File: src/rtl/pkg_timer_bank.sv
// Bank of independent down-counting timers with periodic/one-shot modes and single-cycle expiry ticks.
// Latency: commands take effect at the accepting edge; tick, cmd_err and rd_data are registered (1 cycle).
// Backpressure: none; a command is accepted every cycle cmd_valid is high.
package timer_pkg;
    localparam int DEFAULT_RELOAD = 3;
    localparam logic [1:0] OP_LOAD  = 2'd0;
    localparam logic [1:0] OP_START = 2'd1;
    localparam logic [1:0] OP_STOP  = 2'd2;
    localparam logic [1:0] OP_MODE  = 2'd3;
endpackage

module pkg_timer_bank #(
    parameter int CHANNELS       = 4,
    parameter int WIDTH          = 16,
    parameter int DEFAULT_RELOAD = timer_pkg::DEFAULT_RELOAD,
    localparam int CHAN_BITS     = (CHANNELS > 1) ? $clog2(CHANNELS) : 1
) (
    input  logic                 clock,
    input  logic                 reset,
    input  logic                 cmd_valid,
    input  logic [1:0]           cmd_op,
    input  logic [CHAN_BITS-1:0] cmd_chan,
    input  logic [WIDTH-1:0]     cmd_data,
    output logic                 cmd_err,
    input  logic [CHAN_BITS-1:0] rd_chan,
    output logic [WIDTH-1:0]     rd_data,
    output logic [CHANNELS-1:0]  running,
    output logic [CHANNELS-1:0]  tick
);
    import timer_pkg::*;

    localparam logic [WIDTH-1:0]   RST_VAL = WIDTH'(DEFAULT_RELOAD);
    localparam logic [CHAN_BITS:0] NUM_CH  = (CHAN_BITS + 1)'(CHANNELS);

    logic [WIDTH-1:0]    count_q  [CHANNELS];
    logic [WIDTH-1:0]    count_d  [CHANNELS];
    logic [WIDTH-1:0]    reload_q [CHANNELS];
    logic [WIDTH-1:0]    reload_d [CHANNELS];
    logic [CHANNELS-1:0] run_q, run_d;
    logic [CHANNELS-1:0] oneshot_q, oneshot_d;
    logic [CHANNELS-1:0] tick_q, tick_d;
    logic                err_q, err_d;
    logic [WIDTH-1:0]    rd_q, rd_d;
    logic                chan_ok;
    logic                hit;

    assign chan_ok = ({1'b0, cmd_chan} < NUM_CH);

    always_comb begin
        count_d   = count_q;
        reload_d  = reload_q;
        run_d     = run_q;
        oneshot_d = oneshot_q;
        tick_d    = '0;
        err_d     = cmd_valid && !chan_ok;
        rd_d      = '0;
        hit       = 1'b0;
        for (int i = 0; i < CHANNELS; i++) begin
            hit = cmd_valid && chan_ok && (cmd_chan == CHAN_BITS'(i));
            if (rd_chan == CHAN_BITS'(i)) begin
                rd_d = count_q[i];
            end
            // A command to a channel pre-empts its counting for that cycle.
            if (hit) begin
                case (cmd_op)
                    OP_LOAD:  reload_d[i] = cmd_data;
                    OP_START: begin
                        count_d[i] = reload_q[i];
                        run_d[i]   = 1'b1;
                    end
                    OP_STOP:  run_d[i] = 1'b0;
                    OP_MODE:  oneshot_d[i] = cmd_data[0];
                    default:  ;
                endcase
            end else if (run_q[i] && (count_q[i] == '0)) begin
                tick_d[i] = 1'b1;
                if (oneshot_q[i]) begin
                    run_d[i] = 1'b0;
                end else begin
                    count_d[i] = reload_q[i];
                end
            end else if (run_q[i]) begin
                count_d[i] = count_q[i] - WIDTH'(1);
            end
        end
    end

    always_ff @(posedge clock or posedge reset) begin
        if (reset) begin
            for (int i = 0; i < CHANNELS; i++) begin
                count_q[i]  <= RST_VAL;
                reload_q[i] <= RST_VAL;
            end
            run_q     <= '0;
            oneshot_q <= '0;
            tick_q    <= '0;
            err_q     <= 1'b0;
            rd_q      <= '0;
        end else begin
            count_q   <= count_d;
            reload_q  <= reload_d;
            run_q     <= run_d;
            oneshot_q <= oneshot_d;
            tick_q    <= tick_d;
            err_q     <= err_d;
            rd_q      <= rd_d;
        end
    end

    assign cmd_err = err_q;
    assign rd_data = rd_q;
    assign running = run_q;
    assign tick    = tick_q;

endmodule
File: config.mk
export PLATFORM = sky130hd
export DESIGN_NAME = pkg_timer_bank
export DESIGN_NICKNAME = d
export VERILOG_FILES = /design/src/rtl/pkg_timer_bank.sv
export SDC_FILE = /design/constraint.sdc
export NUM_CORES = 1
export LEC_CHECK = 0
export ABC_AREA = 1
export CAP_MARGIN = 20
export CORE_MARGIN = 2
export CORE_UTILIZATION = 47
export CTS_CLUSTER_SIZE = 8
export DETAILED_ROUTE_END_ITERATION = 10
export DONT_BUFFER_PORTS = 1
export GPL_TIMING_DRIVEN = 0
export SLEW_MARGIN = 20
export SYNTH_ARGS = -nofsm -noshare
export SYNTH_HDL_FRONTEND = slang
export SYNTH_SLANG_ARGS = --single-unit
File: constraint.sdc
create_clock -name clock -period 6.6 [get_ports clock]
set_clock_uncertainty 0.05 [all_clocks]
set_input_delay 0.66 -clock clock [delete_from_list [all_inputs] [get_ports clock]]
set_output_delay 0.66 -clock clock [all_outputs]
set_load 0.01 [all_outputs]
==> impl_results.md, run 1 <==
* Status: finished, final reports clean
* Sw frac at 42.0%
* Final ANT Viol Nets at 0
* Final Worst Setup Slack at 4.56 ns
* Nets at 1246
* Router iterations before antenna repair at 6
* Post-synth top flop: dfrtp_1
* Worst Setup End Kind: register
* Mapped Cells at 1193
* Root buffer cell: clkbuf_16
* Critical path class: reg -> reg
* Gpl congestion at 0.982
* Most frequent cells in the layout: 468 x nand2_1, 140 x dfrtp_1, 120 x inv_1
* Initial antenna violation count at 0
* Leak at 0.00495 µW
* Crit path cell chain: inv_1, ha_1, nand2_1, nor2_1, nand3_1, nand2_2, buf_4, o21ai_0, nand2_1, nand2_1
* Worst-Margin Slew at 0.662 ns
* Most common cell after layout, fill and taps aside: nand2_1
* CTS Sinks at 156
* Vias in the first global route at 7342
* Final Instance Count excl. Fillers at 1459
* Hold slack at 0.111 ns
* YS warnings at 0
* Drt via density at 5.35
* GR Overflow Total at 0
* ANT cells at 0
* H-tree depth at 4
* Total track usage at 27.6%
* Vias at 7805
* Final TNS setup at 0 ns
* Clock tree buffer depth at 2
* Port bufs at 0
* R2r setup slk at 4.56 ns
* Final Core Density at 52.7%
* Min-delay worst type: in -> async
* Number of synthesized register bits at 156
* Row cnt at 50
* Worst reg2reg startpoint: count_q[32]$_DFFE_PP1P_
* TritonCTS clock tree: done
* Initial Utilization at 47.5%
* Max-Cap Viols at 0
* Post-DP HPWL at 19500 µm
* Seq/Total Area, Yosys at 44.6%
* DIE AREA at 0.0198 mm²
* Largest net degree at the start of global routing at 92
* Core region area at 0.0185 mm²
* Number of synthesized flops with an enable pin at 0
* Die H at 141 µm
* Drt drc at 0
* Count of final hold-check violations at 0
* Critical path arrival at 2.36 ns
* Final setup viols at 0
* Crit share post-route at 30.9%
* First-pass GRT wire length at 41300 µm
* Post-synth net total at 1226
* Req. time, crit path at 6.92 ns
* Relative slew slack at 55.9%
* Int Pwr at 2460 µW
* FF/Latch Area at 0.00392 mm²
* CP Launch Point: count_q[32]$_DFFE_PP1P_
* Max VDD drop at 0.204 mV
* R2R Path End: count_q[34]$_DFFE_PP0P_
* PD cells at 434 mW/mm²
* CP Buf/Inv Count at 2
* Share of cells above drive strength 1 at 10.1%
* Netlist cell types at 42
* Filler cells at 1835
* Worst path depth at 10
* Io pins at 50
* Crit-path max cell delay at 0.54 ns
* TritonCTS Buffers at 17
* RSZ-0062 raised after global routing: false
* Hold-fix buffers at CTS at 0
* Multi-input logic area at 0.00415 mm²
* CP Launch Type: register
* Clk pwr share at 25.4%
* Crit path max fanout at 10
* Worst-skew pair later-pin latency at 0.43 ns
* Chip Width at 141 µm
* Highest achievable clock rate at 0.490 GHz
* Post-placement setup slack at 4.45 ns
* Synth-to-layout area growth at 10.9%
* Clk slew on worst S/H paths at 0.07 ns
* Cells after DPL at 1428
* Post-DR wirelength/cell at 18.2 µm
* Seq pwr share at 38.9%
* Comb pwr share at 35.7%
* Most frequent CP cell: nand2_1
* Slowest cell on crit path: dfstp_2
* Reg2Reg Depth at 10
* Synthesized area per cell at 7.37 µm²
* Psw at 1780 µW
* Worst Setup EP: count_q[34]$_DFFE_PP0P_
* Max-slew violation count at 0
* Post-Syn Area at 0.00880 mm²
* Setup Fix Bufs, Post-CTS at 0
* Ys async rst share at 100%
* Post-CTS Resized at 0
* Drt first-iter violations at 713
* CP delay by family, top: simple AND/OR/NAND/NOR gates
* Crit path time final at 2.04 ns
* Post-Route WL at 26500 µm
[cell families (layout without fill, tap and decap cells)]
group	Yosys count	after routing	synth area share [%]
and+or+nand+nor	693	693	34.4
buffers and inverters	165	197	8.26
DFF	156	156	44.6
AOI/OAI and AO/OA	150	150	9.53
xor gates and xnor gates	20	20	1.99
adders and majority gates	8	8	1.14
other	1	1	0.0426
[layout make-up]
cell class / count / area share (%)
flip-flops and latches: 156 / 40.2
multi-input cells: 872 / 42.5
inverters: 128 / 5.05
plain buffers: 37 / 2.47
clock inverters: 14 / 2.13
clock buffers: 17 / 4.36
repair buffers: 1 / 0.282
well taps: 234 / 3.00
[power groups by stage]
| stage | registers, µW | clock network (µW) | logic [µW] |
|---|---|---|---|
| after global placement | 1650 | 0 | 1470 |
| after detailed placement | 1650 | 0 | 1490 |
| after CTS | 1640 | 1090 | 1500 |
| after floorplan | 1530 | 0 | 1170 |
| after global routing | 1690 | 1130 | 1730 |
| final | 1650 | 1080 | 1510 |
[per-layer routing]
layer,vias to the layer above,routed length (µm),GRT usage (%)
met1,3683,12000,38.7
met4,0,815,11.1
met5,-,0,0
li1,3827,-,-
met2,256,11700,41.3
met3,39,1930,7.00
[Yosys cell counts, types with 4 or more instances]
library cell	number	area share [%]
nand3_2	7	0.80
nor2_1	82	3.5
xnor2_1	8	0.80
nand2_2	6	0.43
nor2_2	6	0.43
nand3_1	87	4.9
buf_2	10	0.57
nand2_1	468	20
dfrtp_1	140	40
inv_2	4	0.17
o21ai_1	6	0.34
xor2_1	12	1.2
nand2_4	6	0.77
inv_1	121	5.2
a21oi_1	13	0.74
buf_6	8	1.0
clkbuf_1	10	0.43
nand4_1	11	0.78
o22ai_1	7	0.50
buf_4	8	0.68
nor2_4	5	0.64
ha_1	8	1.1
o21ai_0	107	6.1
dfstp_2	16	4.8
a221oi_1	7	0.70
nand3_4	4	0.80
[worst min path at each step]
stage / from / cells after the start / slack (ns) / end
4_1_cts: reset / 1 / 0.14 / reload_q[2]$_DFFE_PP0P_
2_1_floorplan: count_q[33]$_DFFE_PP1P_ / 2 / 0.40 / count_q[33]$_DFFE_PP1P_
3_3_place_gp: count_q[1]$_DFFE_PP1P_ / 2 / 0.41 / count_q[1]$_DFFE_PP1P_
3_5_place_dp: count_q[1]$_DFFE_PP1P_ / 2 / 0.41 / count_q[1]$_DFFE_PP1P_
5_1_grt: reset / 1 / 0.17 / reload_q[2]$_DFFE_PP0P_
6_report: reset / 1 / 0.11 / reload_q[2]$_DFFE_PP0P_
[flip-flops by register name, indices dropped and copies added (netlist names)]
signal     flops
running        4
rd_data       16
oneshot_q      4
tick           4
count_q       64
reload_q      64
[metrics by stage]
step           cell area, µm²  total power, µW
2_1_floorplan            8800             2700
3_3_place_gp             9090             3120
3_5_place_dp             9130             3140
4_1_cts                  9760             4230
5_1_grt                  9760             4540
6_report                 9760             4230
No activity file was read; power rests on OpenSTA's default activity.
==> run 2: changes to the inputs <==
==> constraint.sdc (replaced) <==
create_clock -name clock -period 1.76 [get_ports clock]
set_clock_uncertainty 0.05 [all_clocks]
set_input_delay 0.176 -clock clock [delete_from_list [all_inputs] [get_ports clock]]
set_output_delay 0.176 -clock clock [all_outputs]
set_load 0.01 [all_outputs]
==> run 2 against run 1 <==
  * Clock-buffer cell count up 6
  * Critical path depth fell by 1
  * Sequential share of layout area shrank 3.0 points
  * Via count grew 3.7%
  * Die area stayed put
  * Setup slack got worse by 4.5 ns
  * Design area grew 8.6%
  * Total power rose to 4.0 times the previous value
  * Fmax up 18%
  * Global-route usage is 0.69 points higher
  * Register-to-register slack worse by 4.5 ns
  * Largest cell class unchanged
==> impl_results.md, run 2 (synthesis gave the netlist of run 1 again) <==
* Worst Setup End Kind: register
* Crit path time final at 1.73 ns (-0.314 ns)
* Max-Cap Viols at 0 (unchanged)
* Final Worst Setup Slack at 0.0345 ns (-4.53 ns)
* Final instance area at 0.0106 mm² (+8.6%)
* Final ANT Viol Nets at 0 (unchanged)
* FF/Latch Area at 0.00394 mm² (+0.51%)
* First-pass GRT wire length at 42500 µm (+2.7%)
* Filler cells at 1744 (-5.0%)
* Port bufs at 0 (unchanged)
* Req. time, crit path at 2.03 ns (-4.89 ns)
* Most frequent cells in the layout: 461 x nand2_1, 124 x dfrtp_1, 109 x inv_1
* ANT cells at 0 (unchanged)
* Post-DR wirelength/cell at 18.5 µm (+2.1%)
* Chip Width at 141 µm (unchanged)
* Relative slew slack at 56.8% (+0.88 points)
* Gpl congestion at 0.935 (-4.7%)
* Initial antenna violation count at 0 (unchanged)
* Share of cells above drive strength 1 at 18.8% (+8.7 points)
* Placed inst area at 0.00921 mm² (+0.92%)
* TritonCTS clock tree: done
* Post-Route WL at 28000 µm (+5.9%)
* Router iterations before antenna repair at 5 (-1)
* Critical path class: reg -> reg
* Final TNS setup at 0 ns (unchanged)
* Leak at 0.00527 µW (+6.6%)
* Count of final hold-check violations at 0 (unchanged)
* PD cells at 1580 mW/mm² (+270%)
* GR Overflow Total at 0 (unchanged)
* Max-slew violation count at 0 (unchanged)
* Multi-input logic area at 0.00448 mm² (+8.1%)
* Vias in the first global route at 7503 (+2.2%)
* Crit path max fanout at 5 (-5)
* Critical path arrival at 1.99 ns (-0.37 ns)
* Drt drc at 0 (unchanged)
* Worst-skew pair later-pin latency at 0.44 ns (about the same)
* Worst-Margin Slew at 0.648 ns (-0.0139 ns)
* Vias at 8090 (+3.7%)
* Crit share post-route at 98.0% (+67 points)
* Nets at 1299 (+4.3%)
* Status: finished, final reports clean
* Most common cell after layout, fill and taps aside: nand2_1
* Initial Utilization at 47.5% (unchanged)
* Clk slew on worst S/H paths at 0.06 ns (about the same)
* Min-delay worst type: in -> reg
* Synth-to-layout area growth at 20.4%
* H-tree depth at 4 (unchanged)
* Highest achievable clock rate at 0.580 GHz (+18%)
* DIE AREA at 0.0198 mm² (unchanged)
* Die H at 141 µm (unchanged)
* Post-placement setup slack at -0.269 ns (-4.72 ns)
* Largest net degree at the start of global routing at 34 (-63%)
* Drt first-iter violations at 700 (-1.8%)
* CP Launch Type: register
* Hold slack at 0.00937 ns (-0.102 ns)
* Clock tree buffer depth at 2 (unchanged)
* RSZ-0062 raised after global routing: true
* Final setup viols at 0 (unchanged)
* CTS Sinks at 156 (unchanged)
* Io pins at 50 (unchanged)
* Post-DP HPWL at 19900 µm (+2.2%)
* Drt via density at 5.35 (about the same)
* Core region area at 0.0185 mm² (unchanged)
* Row cnt at 50 (unchanged)
* Total track usage at 28.3% (+0.69 points)
* Max VDD drop at 0.799 mV (+290%)
* Root buffer cell: clkbuf_16
* TritonCTS Buffers at 17 (unchanged)
## run 2: changes by cell type in the layout (fill, tap and decap cells not counted), moves of 7 or more
cell / previous run / this run
dfrtp_1: 140 / 124
nor2_1: 82 / 59
inv_1: 120 / 109
inv_2: 4 / 11
nor2_2: 6 / 14
nor2_4: 5 / 20
o21ai_1: 6 / 19
nand2_1: 468 / 461
o21ai_0: 107 / 94
dfrtp_2: 0 / 16
buf_4: 8 / 46
## run 2: worst paths after layout
path	start	end	slack (ns)	depth (start not counted)
max	count_q[11]$_DFFE_PP0P_	count_q[4]$_DFFE_PP0P_	0.03	9
min	cmd_valid	tick[2]$_DFF_PP0_	0.009	3
max reg2reg	count_q[11]$_DFFE_PP0P_	count_q[4]$_DFFE_PP0P_	0.03	9
min reg2reg	count_q[1]$_DFFE_PP1P_	count_q[1]$_DFFE_PP1P_	0.42	2
max in group asynchronous	reset	count_q[24]$_DFFE_PP0P_	0.47	5
min in group asynchronous	reset	reload_q[60]$_DFFE_PP0P_	0.24	2
## run 2: timing repair
action                                  in CTS  in global routing
gates resized for setup                     43                 91
pin swaps                                    6                 17
endpoints found under the hold margin       30                  0
buffers inserted                            12                 29
hold buffers                                 4                  0
cloned                                       0                  4
endpoints found under the setup margin      64                 67
## run 2: power breakdown
| part | switching (µW) | internal, µW | leakage (µW) |
|---|---|---|---|
| combinational | 4160 | 2680 | 0.00306 |
| sequential | 1460 | 4860 | 0.00193 |
| clock | 1570 | 2070 | 0.000281 |
| total | 7190 | 9600 | 0.00527 |
## run 2: layout make-up
| class | count | area share [%] |
|---|---|---|
| multi-input combinational | 873 | 42.3 |
| clock inverter | 9 | 0.838 |
| sequential | 156 | 37.2 |
| tap | 234 | 2.76 |
| buffer | 37 | 2.67 |
| clock buffer | 23 | 4.51 |
| timing repair buffer | 53 | 4.95 |
| inverter | 128 | 4.72 |
## run 2: metrics by stage
| stage | total power (µW) | std cells | utilization, % |
|---|---|---|---|
| 2_1_floorplan | 10100 | 1193 | - |
| 3_3_place_gp | 11700 | 1427 | 49.1 |
| 3_5_place_dp | 11800 | 1432 | 49.7 |
| 4_1_cts | 15900 | 1480 | 54.3 |
| 5_1_grt | 18000 | 1513 | 57.2 |
| 6_report | 16800 | 1513 | 57.2 |
## run 2: per-layer routing
| metal | routed length, µm | vias to the layer above | global-route usage, % |
|---|---|---|---|
| met1 | 12800 | 3858 | 39.9 |
| li1 | - | 3931 | - |
| met2 | 12800 | 251 | 44.2 |
| met4 | 879 | 0 | 9.89 |
| met5 | 0 | - | 0 |
| met3 | 1470 | 50 | 5.20 |
## run 2: critical path, cell delays in order, from the launching register on
cell	delay, ns
dfrtp_1	0.43
nor2_2	0.19
nand3_1	0.16
nor2_4	0.19
nand2_2	0.11
nand2_4	0.13
buf_6	0.15
nand2_1	0.08
nand2_1	0.06
o21ai_0	0.07
==> run 3: changes to the inputs <==
--- a/config.mk
+++ b/config.mk
@@ -7,6 +7,7 @@
 export LEC_CHECK = 0
 export ABC_AREA = 1
 export CAP_MARGIN = 20
+export CORE_ASPECT_RATIO = 0.9
 export CORE_MARGIN = 2
 export CORE_UTILIZATION = 47
 export CTS_CLUSTER_SIZE = 8
==> run 3 against run 2 <==
  * Fmax shrank 1.5%
  * Die area is essentially flat
  * First-iteration DRC count up 11%
  * Core utilization is 0.10 points lower
  * Register-to-register slack hardly changed
  * Cell count increased by 0.40%
  * Design area fell by 1.1%
  * Sequential power about the same
==> impl_results.md, run 3 (synthesis gave the netlist of run 1 again) <==
* Max-slew violation count at 0 (unchanged)
* Max VDD drop at 0.680 mV (-15%)
* Worst Setup End Kind: register
* Vias in the first global route at 7440 (-0.84%)
* Vias at 8164 (+0.91%)
* Port bufs at 0 (unchanged)
* Drt first-iter violations at 778 (+11%)
* ANT cells at 0 (unchanged)
* Root buffer cell: clkbuf_16
* Crit share post-route at 99.5% (+1.5 points)
* PD cells at 1600 mW/mm² (+0.70%)
* H-tree depth at 4 (unchanged)
* Post-DP HPWL at 19800 µm (-0.71%)
* Final Power at 16700 µW (-0.41%)
* WHS Path Cells at 2 (-1)
* Most common cell after layout, fill and taps aside: nand2_1
* Initial Utilization at 47.9% (+0.44 points)
* Share of cells above drive strength 1 at 18.7% (-0.16 points)
* Post-Route WL at 27700 µm (-1.4%)
* Clk slew on worst S/H paths at 0.07 ns (about the same)
* CTS Sinks at 156 (unchanged)
* Critical path arrival at 1.97 ns (-0.02 ns)
* Relative slew slack at 61.9% (+5.1 points)
* TritonCTS clock tree: done
* Final setup viols at 0 (unchanged)
* Critical path class: in -> reg
* Count of final hold-check violations at 0 (unchanged)
* Post-DR wirelength/cell at 18.2 µm (-1.8%)
* Req. time, crit path at 1.97 ns (-0.06 ns)
* GR Overflow Total at 0 (unchanged)
* Most frequent cells in the layout: 462 x nand2_1, 121 x dfrtp_1, 107 x inv_1
* CP Launch Type: primary input
* Leak at 0.00519 µW (-1.6%)
* First-pass GRT wire length at 42500 µm (about the same)
* Max-Cap Viols at 0 (unchanged)
* Drt drc at 0 (unchanged)
* Highest achievable clock rate at 0.571 GHz (-1.5%)
* Largest net degree at the start of global routing at 35 (+2.9%)
* Crit path time final at 1.75 ns (+0.0256 ns)
* Total track usage at 28.3% (about the same)
* Drt via density at 5.37 (+0.52%)
* Final ANT Viol Nets at 0 (unchanged)
* Nets at 1294 (-0.38%)
* Core region area at 0.0183 mm² (-0.92%)
* Synth-to-layout area growth at 19.1%
* Initial antenna violation count at 2 (+2)
* Crit path max fanout at 9 (+4)
* RSZ-0062 raised after global routing: true
* TritonCTS Buffers at 17 (unchanged)
* DIE AREA at 0.0198 mm² (about the same)
* Final instance area at 0.0105 mm² (-1.1%)
* Placed inst area at 0.00922 mm² (about the same)
* Min-delay worst type: in -> reg
* Worst-Margin Slew at 0.571 ns (-0.0766 ns)
* Clock tree buffer depth at 2 (unchanged)
* Worst-skew pair later-pin latency at 0.44 ns (about the same)
* Die H at 134 µm (-5.0%)
* Status: finished, final reports clean
* Row cnt at 47 (-6.0%)
* Gpl congestion at 0.987 (+5.5%)
* Chip Width at 148 µm (+5.3%)
* Io pins at 50 (unchanged)
* Router iterations before antenna repair at 8 (+3)
* Reg2Reg Depth at 9 (unchanged)
-- run 3: changes by cell type in the layout (fill, tap and decap cells not counted), moves of 3 or more --
cell,previous run,this run
o21ai_1,19,10
o21ai_0,94,102
a221oi_1,4,7
a221oi_2,3,0
buf_8,3,0
clkbuf_8,3,0
clkinv_2,3,0
clkinvlp_4,2,5
dfrtp_1,124,121
dfrtp_2,16,19
nor2_2,14,17
-- run 3: critical path, cell delays in order --
cell and delay [ns]:
dlygate4sd3_1 0.59, nand2_1 0.13, clkinv_1 0.28, a221oi_1 0.56, a22oi_1 0.22
-- run 3: layout make-up --
| cell class | count | area, µm² |
|---|---|---|
| Timing Repair Buffer | 49 | 450 |
| Sequential cell | 156 | 3950 |
| Clock buffer | 19 | 433 |
| Buffer | 37 | 260 |
| Multi-Input combinational cell | 872 | 4440 |
| Inverter | 128 | 507 |
| Clock inverter | 13 | 138 |
| Tap cell | 245 | 307 |
| Fill cell | 1790 | 7870 |
-- run 3: worst paths after layout --
path / endpoint / slack [ns] / from
setup / recovery: rd_data[10]$_DFF_PP0_ / 0.009 / rd_chan[1]
min in group asynchronous: reload_q[59]$_DFFE_PP0P_ / 0.14 / reset
setup reg to reg: count_q[55]$_DFFE_PP0P_ / 0.03 / count_q[57]$_DFFE_PP0P_
hold reg to reg: reload_q[16]$_DFFE_PP1P_ / 0.42 / reload_q[16]$_DFFE_PP1P_
hold / removal: reload_q[54]$_DFFE_PP0P_ / 0.03 / cmd_data[6]
max in group asynchronous: count_q[16]$_DFFE_PP1P_ / 0.52 / reset
-- run 3: per-stage QoR --
stage	utilization, %	hold slack [ns]	setup TNS (ns)	cells	setup WS (ns)
floorplan	-	0.274	-59.62	1193	-0.426
global placement	49.6	0.409	-214.32	1438	-1.40
detailed placement	50.2	0.00286	-9.90	1443	-0.287
CTS	55.0	0.00191	0	1495	0.00170
global route	57.1	0.0160	-0.577	1519	-0.0579
finish	57.1	0.0295	0	1519	0.00887
-- run 3: layer usage --
layer / global-route usage [%] / wire length [µm] / part of all wire [%]
met2: 43.6 / 12800 / 46
met1: 40.5 / 12300 / 45
met4: 10.6 / 716 / 2.6
met3: 4.52 / 1790 / 6.5
met5: 0 / 0 / 0
-- run 3: what timing repair did --
action | 4_1_cts | 5_1_grt
setup endpoints to repair | 64 | 64
endpoints found under the hold margin | 73 | 1
cloned | 0 | 1
hold buffers | 5 | 1
resized for setup | 39 | 78
pin swaps | 9 | 15
setup buffers | 15 | 22
-- run 3: power by group --
group          internal, µW  total (µW)  switching, µW
sequential             4860        6310           1450
clock                  1990        3670           1680
combinational          2600        6740           4140
total                  9450       16700           7270
